[src/rtl/dmem_vga_arbiter_if.sv]
// Bus bundle between the data-memory arbiter and its three neighbours:
// the core load/store port, the VGA pixel-word consumer and the single-port dmem.
interface dmem_vga_arbiter_if #(
   parameter int ADDR_W = 9
);
   logic              cpu_req;
   logic              cpu_we;
   logic [31:0]       cpu_addr;
   logic [31:0]       cpu_wdata;
   logic [31:0]       cpu_rdata;

   logic              vga_frame_start;
   logic              vga_pop;
   logic              vga_valid;
   logic [31:0]       vga_data;
   logic              vga_underflow;

   logic [ADDR_W-1:0] ram_addr;
   logic              ram_we;
   logic [31:0]       ram_wdata;
   logic [31:0]       ram_rdata;

   modport slave (
      input  cpu_req, cpu_we, cpu_addr, cpu_wdata,
      output cpu_rdata,
      input  vga_frame_start, vga_pop,
      output vga_valid, vga_data, vga_underflow,
      output ram_addr, ram_we, ram_wdata,
      input  ram_rdata
   );

   modport master (
      output cpu_req, cpu_we, cpu_addr, cpu_wdata,
      input  cpu_rdata,
      output vga_frame_start, vga_pop,
      input  vga_valid, vga_data, vga_underflow,
      input  ram_addr, ram_we, ram_wdata,
      output ram_rdata
   );
endinterface

[src/rtl/dmem_vga_arbiter.sv]
// Shares one single-port dmem between the core (always wins) and a framebuffer
// prefetcher that fills a small FIFO in cycles the core leaves the memory idle.
module dmem_vga_arbiter #(
   parameter int ADDR_W     = 9,
   parameter int FB_BASE    = 0,
   parameter int FB_WORDS   = 75,
   parameter int FIFO_DEPTH = 4
) (
   input  logic                   clk,
   input  logic                   reset,
   dmem_vga_arbiter_if.slave      bus
);

   localparam int PW = $clog2(FIFO_DEPTH);
   localparam int CW = PW + 1;
   localparam int RW = ADDR_W + 1;

   localparam logic [1:0] IDLE  = 2'd0;
   localparam logic [1:0] FETCH = 2'd1;
   localparam logic [1:0] DONE  = 2'd2;

   logic [1:0]    state_q, state_d;
   logic [RW-1:0] fetchPtr_q, fetchPtr_d;
   logic [RW-1:0] remaining_q, remaining_d;
   logic [CW-1:0] count_q, count_d;
   logic [PW-1:0] wrPtr_q, wrPtr_d;
   logic [PW-1:0] rdPtr_q, rdPtr_d;
   logic          underflow_q, underflow_d;
   logic [31:0]   fifoMem_q [FIFO_DEPTH];

   logic          pushEn;
   logic          popEn;
   logic          unusedBits;

   // Fetch pointer is one bit wider than the RAM address so it can sit one past
   // the last word of a framebuffer ending at the top of memory without wrapping.
   assign unusedBits = ^{bus.cpu_addr[31:ADDR_W+2], bus.cpu_addr[1:0], fetchPtr_q[ADDR_W]};

   assign bus.ram_addr  = bus.cpu_req ? bus.cpu_addr[ADDR_W+1:2] : fetchPtr_q[ADDR_W-1:0];
   assign bus.ram_we    = bus.cpu_req & bus.cpu_we & ~reset;
   assign bus.ram_wdata = bus.cpu_wdata;
   assign bus.cpu_rdata = bus.ram_rdata;

   assign bus.vga_valid     = (count_q != '0);
   assign bus.vga_data      = (count_q != '0) ? fifoMem_q[rdPtr_q] : 32'h0;
   assign bus.vga_underflow = underflow_q;

   // A pop frees a slot in the same cycle, so a full FIFO still accepts a push.
   assign pushEn = (state_q == FETCH) && !bus.cpu_req &&
                   ((count_q < CW'(FIFO_DEPTH)) || bus.vga_pop);
   assign popEn  = bus.vga_pop && (count_q != '0);

   always_comb begin
      state_d     = state_q;
      fetchPtr_d  = fetchPtr_q;
      remaining_d = remaining_q;
      count_d     = count_q;
      wrPtr_d     = wrPtr_q;
      rdPtr_d     = rdPtr_q;
      underflow_d = underflow_q;

      if (bus.vga_frame_start) begin
         state_d     = FETCH;
         fetchPtr_d  = RW'(FB_BASE);
         remaining_d = RW'(FB_WORDS);
         count_d     = '0;
         wrPtr_d     = '0;
         rdPtr_d     = '0;
         underflow_d = 1'b0;
      end else begin
         if (pushEn) begin
            fetchPtr_d  = fetchPtr_q + RW'(1);
            remaining_d = remaining_q - RW'(1);
            wrPtr_d     = wrPtr_q + PW'(1);
            if (remaining_q == RW'(1)) begin
               state_d = DONE;
            end
         end
         if (popEn) begin
            rdPtr_d = rdPtr_q + PW'(1);
         end
         if (bus.vga_pop && (count_q == '0)) begin
            underflow_d = 1'b1;
         end
         count_d = count_q + CW'(pushEn) - CW'(popEn);
      end
   end

   always_ff @(posedge clk or posedge reset) begin
      if (reset) begin
         state_q     <= IDLE;
         fetchPtr_q  <= RW'(FB_BASE);
         remaining_q <= '0;
         count_q     <= '0;
         wrPtr_q     <= '0;
         rdPtr_q     <= '0;
         underflow_q <= 1'b0;
      end else begin
         state_q     <= state_d;
         fetchPtr_q  <= fetchPtr_d;
         remaining_q <= remaining_d;
         count_q     <= count_d;
         wrPtr_q     <= wrPtr_d;
         rdPtr_q     <= rdPtr_d;
         underflow_q <= underflow_d;
      end
   end

   // Storage needs no reset: the count alone decides what is visible.
   always_ff @(posedge clk) begin
      if (pushEn && !bus.vga_frame_start) begin
         fifoMem_q[wrPtr_q] <= bus.ram_rdata;
      end
   end

endmodule
[src/flat_wrapper.sv]
// flat-port wrapper written by rule: the top's interface ports become plain ports
module dmem_vga_arbiter_flat 
#(
   parameter int ADDR_W     = 9,
   parameter int FB_BASE    = 0,
   parameter int FB_WORDS   = 75,
   parameter int FIFO_DEPTH = 4
)
  (clk, reset, bus_cpu_req, bus_cpu_we, bus_cpu_addr, bus_cpu_wdata, bus_cpu_rdata, bus_vga_frame_start, bus_vga_pop, bus_vga_valid, bus_vga_data, bus_vga_underflow, bus_ram_addr, bus_ram_we, bus_ram_wdata, bus_ram_rdata);
  dmem_vga_arbiter_if #(.ADDR_W(ADDR_W)) bus_i ();
  input  logic clk;
  input  logic reset;
  input wire logic [$bits(bus_i.cpu_req)-1:0] bus_cpu_req;
  input wire logic [$bits(bus_i.cpu_we)-1:0] bus_cpu_we;
  input wire logic [$bits(bus_i.cpu_addr)-1:0] bus_cpu_addr;
  input wire logic [$bits(bus_i.cpu_wdata)-1:0] bus_cpu_wdata;
  output wire logic [$bits(bus_i.cpu_rdata)-1:0] bus_cpu_rdata;
  input wire logic [$bits(bus_i.vga_frame_start)-1:0] bus_vga_frame_start;
  input wire logic [$bits(bus_i.vga_pop)-1:0] bus_vga_pop;
  output wire logic [$bits(bus_i.vga_valid)-1:0] bus_vga_valid;
  output wire logic [$bits(bus_i.vga_data)-1:0] bus_vga_data;
  output wire logic [$bits(bus_i.vga_underflow)-1:0] bus_vga_underflow;
  output wire logic [$bits(bus_i.ram_addr)-1:0] bus_ram_addr;
  output wire logic [$bits(bus_i.ram_we)-1:0] bus_ram_we;
  output wire logic [$bits(bus_i.ram_wdata)-1:0] bus_ram_wdata;
  input wire logic [$bits(bus_i.ram_rdata)-1:0] bus_ram_rdata;
  assign bus_i.cpu_req = bus_cpu_req;
  assign bus_i.cpu_we = bus_cpu_we;
  assign bus_i.cpu_addr = bus_cpu_addr;
  assign bus_i.cpu_wdata = bus_cpu_wdata;
  assign bus_cpu_rdata = bus_i.cpu_rdata;
  assign bus_i.vga_frame_start = bus_vga_frame_start;
  assign bus_i.vga_pop = bus_vga_pop;
  assign bus_vga_valid = bus_i.vga_valid;
  assign bus_vga_data = bus_i.vga_data;
  assign bus_vga_underflow = bus_i.vga_underflow;
  assign bus_ram_addr = bus_i.ram_addr;
  assign bus_ram_we = bus_i.ram_we;
  assign bus_ram_wdata = bus_i.ram_wdata;
  assign bus_i.ram_rdata = bus_ram_rdata;
  dmem_vga_arbiter #(.ADDR_W(ADDR_W), .FB_BASE(FB_BASE), .FB_WORDS(FB_WORDS), .FIFO_DEPTH(FIFO_DEPTH)) u_core (.clk(clk), .reset(reset), .bus(bus_i));
endmodule
[config.mk]
export PLATFORM = sky130hd
export DESIGN_NAME = dmem_vga_arbiter_flat
export DESIGN_NICKNAME = d
export VERILOG_FILES = /design/src/rtl/dmem_vga_arbiter_if.sv /design/src/rtl/dmem_vga_arbiter.sv /design/src/flat_wrapper.sv
export SDC_FILE = /design/constraint.sdc
export NUM_CORES = 1
export LEC_CHECK = 0
export BUFFER_PORTS_ARGS = -buffer_cell sky130_fd_sc_hd__buf_4
export CAP_MARGIN = 20
export CORE_ASPECT_RATIO = 1.2
export CORE_MARGIN = 3
export CORE_UTILIZATION = 25
export DETAILED_ROUTE_END_ITERATION = 6
export GPL_TIMING_DRIVEN = 0
export HOLD_SLACK_MARGIN = 0.08
export PLACE_DENSITY = 0.42
export SKIP_CTS_REPAIR_TIMING = 1
export SYNTH_ARGS = -nofsm -noshare
export SYNTH_HDL_FRONTEND = slang
export SYNTH_SLANG_ARGS = --single-unit
[constraint.sdc]
create_clock -name clk -period 3 [get_ports clk]
set_input_delay 0.6 -clock clk [delete_from_list [all_inputs] [get_ports clk]]
set_output_delay 0.6 -clock clk [all_outputs]
set_load 0.02 [all_outputs]
* After elaboration in Yosys (flattened, before gate mapping) *
Memories as Yosys holds them, arrays and structs flattened.
Cells that the tools add are included.
Widths: inputs -> output; s select.

storage, ports and cells
  output and inout bits = 108
  memories = 1
  bits in writable memories = 128
  input bits = 102
  logic and storage cells = 53
  flip-flop bits (word level) = 30

memory list
  name              words  width  read ports  clocked after Yosys merged registers in  wr ports  RTL line                source
  u_core.fifoMem_q  4      32     1           0                                        1         dmem_vga_arbiter.sv:29  logic [31:0] fifoMem_q [FIFO_DEPTH];

cells by class
  eq/ne operators = 2
  bitwise logic cells = 3
  $lt $le $gt $ge = 1
  add/subtract/negate cells = 6
  reduce and logical (&&, ||, !) cells = 15
  muxes and demuxes = 18

operator list
  cell                   count
  $mux 10                4
  $mux 32                1
  $mux 2                 7
  $add 10x1->10 const B  1
  $eq 10x1->1 const B    1
  $sub 10x1->10 const B  1
  $mux 9                 1
  $reduce_bool 2->1      4
  $logic_and 1x1->1      5
  $add 2x1->2 const B    2
  $mux 1                 4
  $add 3x1->3            1
  $logic_not 3->1        1
  $lt 3x3->1 const B     1
  $mux 3                 1
  $reduce_bool 3->1      1
  $sub 3x1->3            1
  $and 1x1->1            2
  $eq 2x1->1 const B     1
  $logic_not 1->1        2
  $reduce_and 2->1       1
  $logic_or 1x1->1       1
  $not 1->1              1

* Longest topological paths before layout *
  word-level depth = 6
  gate-level depth with buffers = 10
  depth with buffers taken out = 10

* Worst setup path after synthesis *
No wires, ideal clock.

  kind = input to register
  from = input port bus_cpu_req
  to = memory u_core.fifoMem_q[0][0] (enable)
  buffers on the path = 0
  cell stages on the path = 4
  setup time = 0.392 ns
  path slack = 0.298 ns
  arrival = 2.310 ns
  required time = 2.608 ns
  path through = nor3b_2 nand2_1 nor2_1 and2_1

on the way
  word-level cells in the longest chain between the ends = 6

ends and longest elaborated chain
  what                            RTL line                 source
  from (decl)                     flat_wrapper.sv:13       input wire logic [$bits(bus_i.cpu_req)-1:0] bus_cpu_req;
  $logic_not 1->1                 dmem_vga_arbiter.sv:49   assign pushEn = (state_q == FETCH) && !bus.cpu_req &&
  $logic_and 1x1->1 (2 in a row)  dmem_vga_arbiter.sv:49
  $logic_and 1x1->1               dmem_vga_arbiter.sv:111  if (pushEn && !bus.vga_frame_start) begin
  $mux 1                          dmem_vga_arbiter.sv:111
  $mux 1 (not written as such)    dmem_vga_arbiter.sv:112  fifoMem_q[wrPtr_q] <= bus.ram_rdata;
  to (decl)                       dmem_vga_arbiter.sv:29

No other way between the ends.

* Worst setup path in the final report *
  from = register u_core.rdPtr_q[0]
  to = output port bus_vga_data[24]

on the way
  word-level cells in the longest chain between the ends = 2

ends and longest elaborated chain
  what                    RTL line                 source
  from (decl)             dmem_vga_arbiter.sv:27   logic [PW-1:0] rdPtr_q, rdPtr_d;
  from (signal assigned)  dmem_vga_arbiter.sv:104  rdPtr_q <= rdPtr_d;
  $mem_v2 4x32            -
  $mux 32                 dmem_vga_arbiter.sv:45   assign bus.vga_data = (count_q != '0) ? fifoMem_q[rdPtr_q] : 32'h0;
  to (decl)               flat_wrapper.sv:21       output wire logic [$bits(bus_i.vga_data)-1:0] bus_vga_data;

No other way between the ends.

==> results by group <==
Worst hold path
  – Hold Crit Class: in2async

Clocking
  – Clock transition at path regs: 0.07 ns
  – # H-tree levels: 4
  – CTS Sinks: 157
  – CTS buffer count: 17
  – Root buf cell: clkbuf_16
  – CTS tree: built
  – Clk Latency, worst-skew pair: 0.41 ns
  – CTS Buffer Depth: 2

Timing
  – Max Fclk: 359 MHz
  – Worst slew pin tran: 0.757 ns
  – Period utilisation layout: 92.8%
  – Fin. max-slew vios: 0
  – Relative slew slack: 49.5%
  – Minimum clock period: 2.78 ns
  – Fin. Hold Viols: 0
  – RSZ-0062 raised after global routing: false
  – Final setup fails: 0
  – Clock Skews: 0.0118 ns
  – Worst hold slack: 0.321 ns

Routing
  – Via Count: 4076
  – TritonRoute pass-1 iters: 4
  – Final antenna-violating net count: 0
  – Routed len/inst: 16.8 µm
  – Detailed Route Iter0 Violations: 129
  – Via density: 4.22
  – DRC Markers: 0
  – DRT Wirelength: 16200 µm

Pwr
  – Peak VDD IR: 0.374 mV
  – Psw: 2030 µW
  – Tot Pwr: 6630 µW
  – Clock power share: 31.1%
  – Sequential cell fraction of total power: 38.1%
  – Net Sw Frac: 30.7%
  – Pwr dens: 718 nW/µm²
  – Int Power: 4590 µW
  – Comb pwr share: 30.7%
  – Leakage Power: 0.00358 µW

Global routing
  – First-pass GRT wire length: 24000 µm
  – Gr usage total: 10.7%
  – Number of global-route vias before repair: 4184
  – Initial antenna violation count: 0
  – Largest net degree at the start of global routing: 29
  – GR Overflow Total: 0

Finish
  – Multi-input logic area: 1810 µm²
  – Non-filler cells, final: 965
  – Layout cells sized above 1: 49.1%
  – Diodes inserted: 0
  – Commonest non-fill, non-tap cell in the layout: buf_4
  – Reg area: 4570 µm²
  – Most frequent cells in the layout: 218 x buf_4, 128 x edfxtp_1, 34 x and2_1
  – Final net count: 724
  – Fillers: 2667
  – Area growth from synthesis to layout: 32.6%

Logic synthesis
  – Seq/Total Area, Yosys: 65.6%
  – Synth top area share: 55.2%
  – Largest cells by area after synthesis: edfxtp_1 55%, dfrtp_1 10%, mux4_2 10%
  – Dominant cell type by area after synthesis: edfxtp_1
  – Synth Register Bits: 157
  – Count of different cell masters after synthesis: 34
  – Average cell area after synthesis: 16.0 µm²
  – Post-Synthesis Net Count: 546
  – Mapped Cells: 434
  – Syn Std Cell Area: 6960 µm²
  – Synthesis warning total: 0

Job
  – MaxCap Viol Count: 0

Place
  – Dpl hpwl: 11000 µm
  – Routability cong.: 0.660
  – Placed Cells: 933
  – Input/output buffers: 154

Setup path
  – Crit. End Element: output pin
  – R2R Setup Slk: 0.35 ns
  – RR Endpoint: u_core.fifoMem_q[1][23]$_DFFE_PP_
  – Setup crit start: u_core.rdPtr_q[0]$_DFFE_PP0P_
  – Req. time, crit path: 2.40 ns
  – Worst R2R Path Depth: 5
  – CP max FO: 10
  – Crit Reg-Reg Startpoint: u_core.state_q[1]$_DFFE_PP0P_
  – Arrival time of the worst setup path: 2.18 ns
  – CP Launch Type: flop
  – Crit path kind: reg2out

Floorplanning
  – I/O pin cnt: 210
  – Std-Cell Rows: 66
  – Placeable core region: 27300 µm²
  – Die Y: 189 µm
  – Starting density of the core: 25.5%
  – Die X: 158 µm
  – Die ar.: 29900 µm²

Status
  – Status: finished, final reports clean
## sequential cells by signal, indices dropped and copies added, names as in the netlist
| signal | count |
|---|---|
| u_core.fifoMem_q | 128 |
| u_core.remaining_q | 10 |
| u_core.fetchPtr_q | 9 |
| u_core.count_q | 3 |
| u_core.rdPtr_q | 2 |
| u_core.state_q | 2 |
| u_core.wrPtr_q | 2 |
| u_core.bus.vga_underflow | 1 |
## worst max-delay path, cell delays in order (launching register included)
cell and delay, ns:
dfrtp_1 0.32, buf_2 0.22, clkbuf_4 0.33, mux4_2 0.52, and2_1 0.21, buf_4 0.17
## cells by family (layout without fill, tap and decap cells)
family | count (synthesis) | in the layout | share of synthesized area [%]
fa+ha+maj | 10 | 10 | 1.91
simple gates | 104 | 104 | 8.79
xor+xnor | 20 | 20 | 2.52
compound gates | 10 | 10 | 0.863
buf+inv | 92 | 283 | 8.48
mux | 41 | 41 | 11.8
flops | 157 | 157 | 65.6
## how the worst max path moves through the flow
stage | slack, ns | end | cells after the start
2_1_floorplan | 0.30 | u_core.fifoMem_q[0][0]$_DFFE_PP_ | 4
3_3_place_gp | -1.13 | u_core.fifoMem_q[1][25]$_DFFE_PP_ | 5
3_5_place_dp | -0.004 | u_core.fifoMem_q[3][14]$_DFFE_PP_ | 6
4_1_cts | -0.10 | bus_vga_data[24] | 5
5_1_grt | 0.06 | bus_vga_data[20] | 5
6_report | 0.22 | bus_vga_data[24] | 5
## final cells by class
cell class,instances,share of cell area [%]
repair buffers,159,13.7
inverters,11,0.447
clock buffers,19,4.69
well taps,340,4.61
flip-flops and latches,157,49.5
multi-input cells,185,19.6
clock inverters,13,1.41
plain buffers,81,6.07
## cells in the mapped netlist
cell / count
buf_4: 64
nand4_1: 9
ha_1: 9
o21ai_0: 1
xor2_1: 13
buf_2: 4
a21oi_1: 6
xnor2_1: 7
nor4b_4: 1
nand2_1: 5
or4b_1: 2
mux2_2: 9
edfxtp_1: 128
nor4b_1: 1
nand3_1: 7
nor3_1: 3
a21o_1: 1
fa_1: 1
nand4bb_1: 1
dfrtp_1: 29
and2_1: 38
inv_1: 11
and3_1: 2
nor2_1: 22
or3_1: 1
clkbuf_1: 13
nand2b_1: 4
a211o_1: 1
nor3b_2: 1
nor2b_1: 3
mux4_2: 32
nand4b_1: 1
o41ai_1: 1
nor4_1: 3
## metrics by stage
| step | cell area [µm²] | TNS (ns) | util (%) | setup slack, ns |
|---|---|---|---|---|
| 4_1_cts | 9220 | -0.701 | 33.8 | -0.101 |
| 5_1_grt | 9230 | 0 | 33.9 | 0.0648 |
| 2_1_floorplan | 6960 | 0 | - | 0.298 |
| 3_5_place_dp | 8660 | -0.0795 | 31.8 | -0.00410 |
| 3_3_place_gp | 8540 | -142.69 | 31.3 | -1.13 |
| 6_report | 9230 | 0 | 33.9 | 0.217 |
## routing by layer
layer	part of all wire, %	GRT usage [%]	vias to the layer above
li1	-	-	1892
met1	42	13.5	2046
met2	51	18.2	130
met3	5.7	2.87	8
met4	0.71	2.48	0
met5	0	0	-
## power groups by stage
stage	combinational [µW]	clock, µW	sequential (µW)
after floorplan	1250	0	2570
after global placement	2060	0	2570
after detailed placement	2100	0	2570
after CTS	2100	2140	2530
after global routing	2220	2220	2540
final	2040	2060	2530
Note: power is estimated with default switching activity, not from simulation.
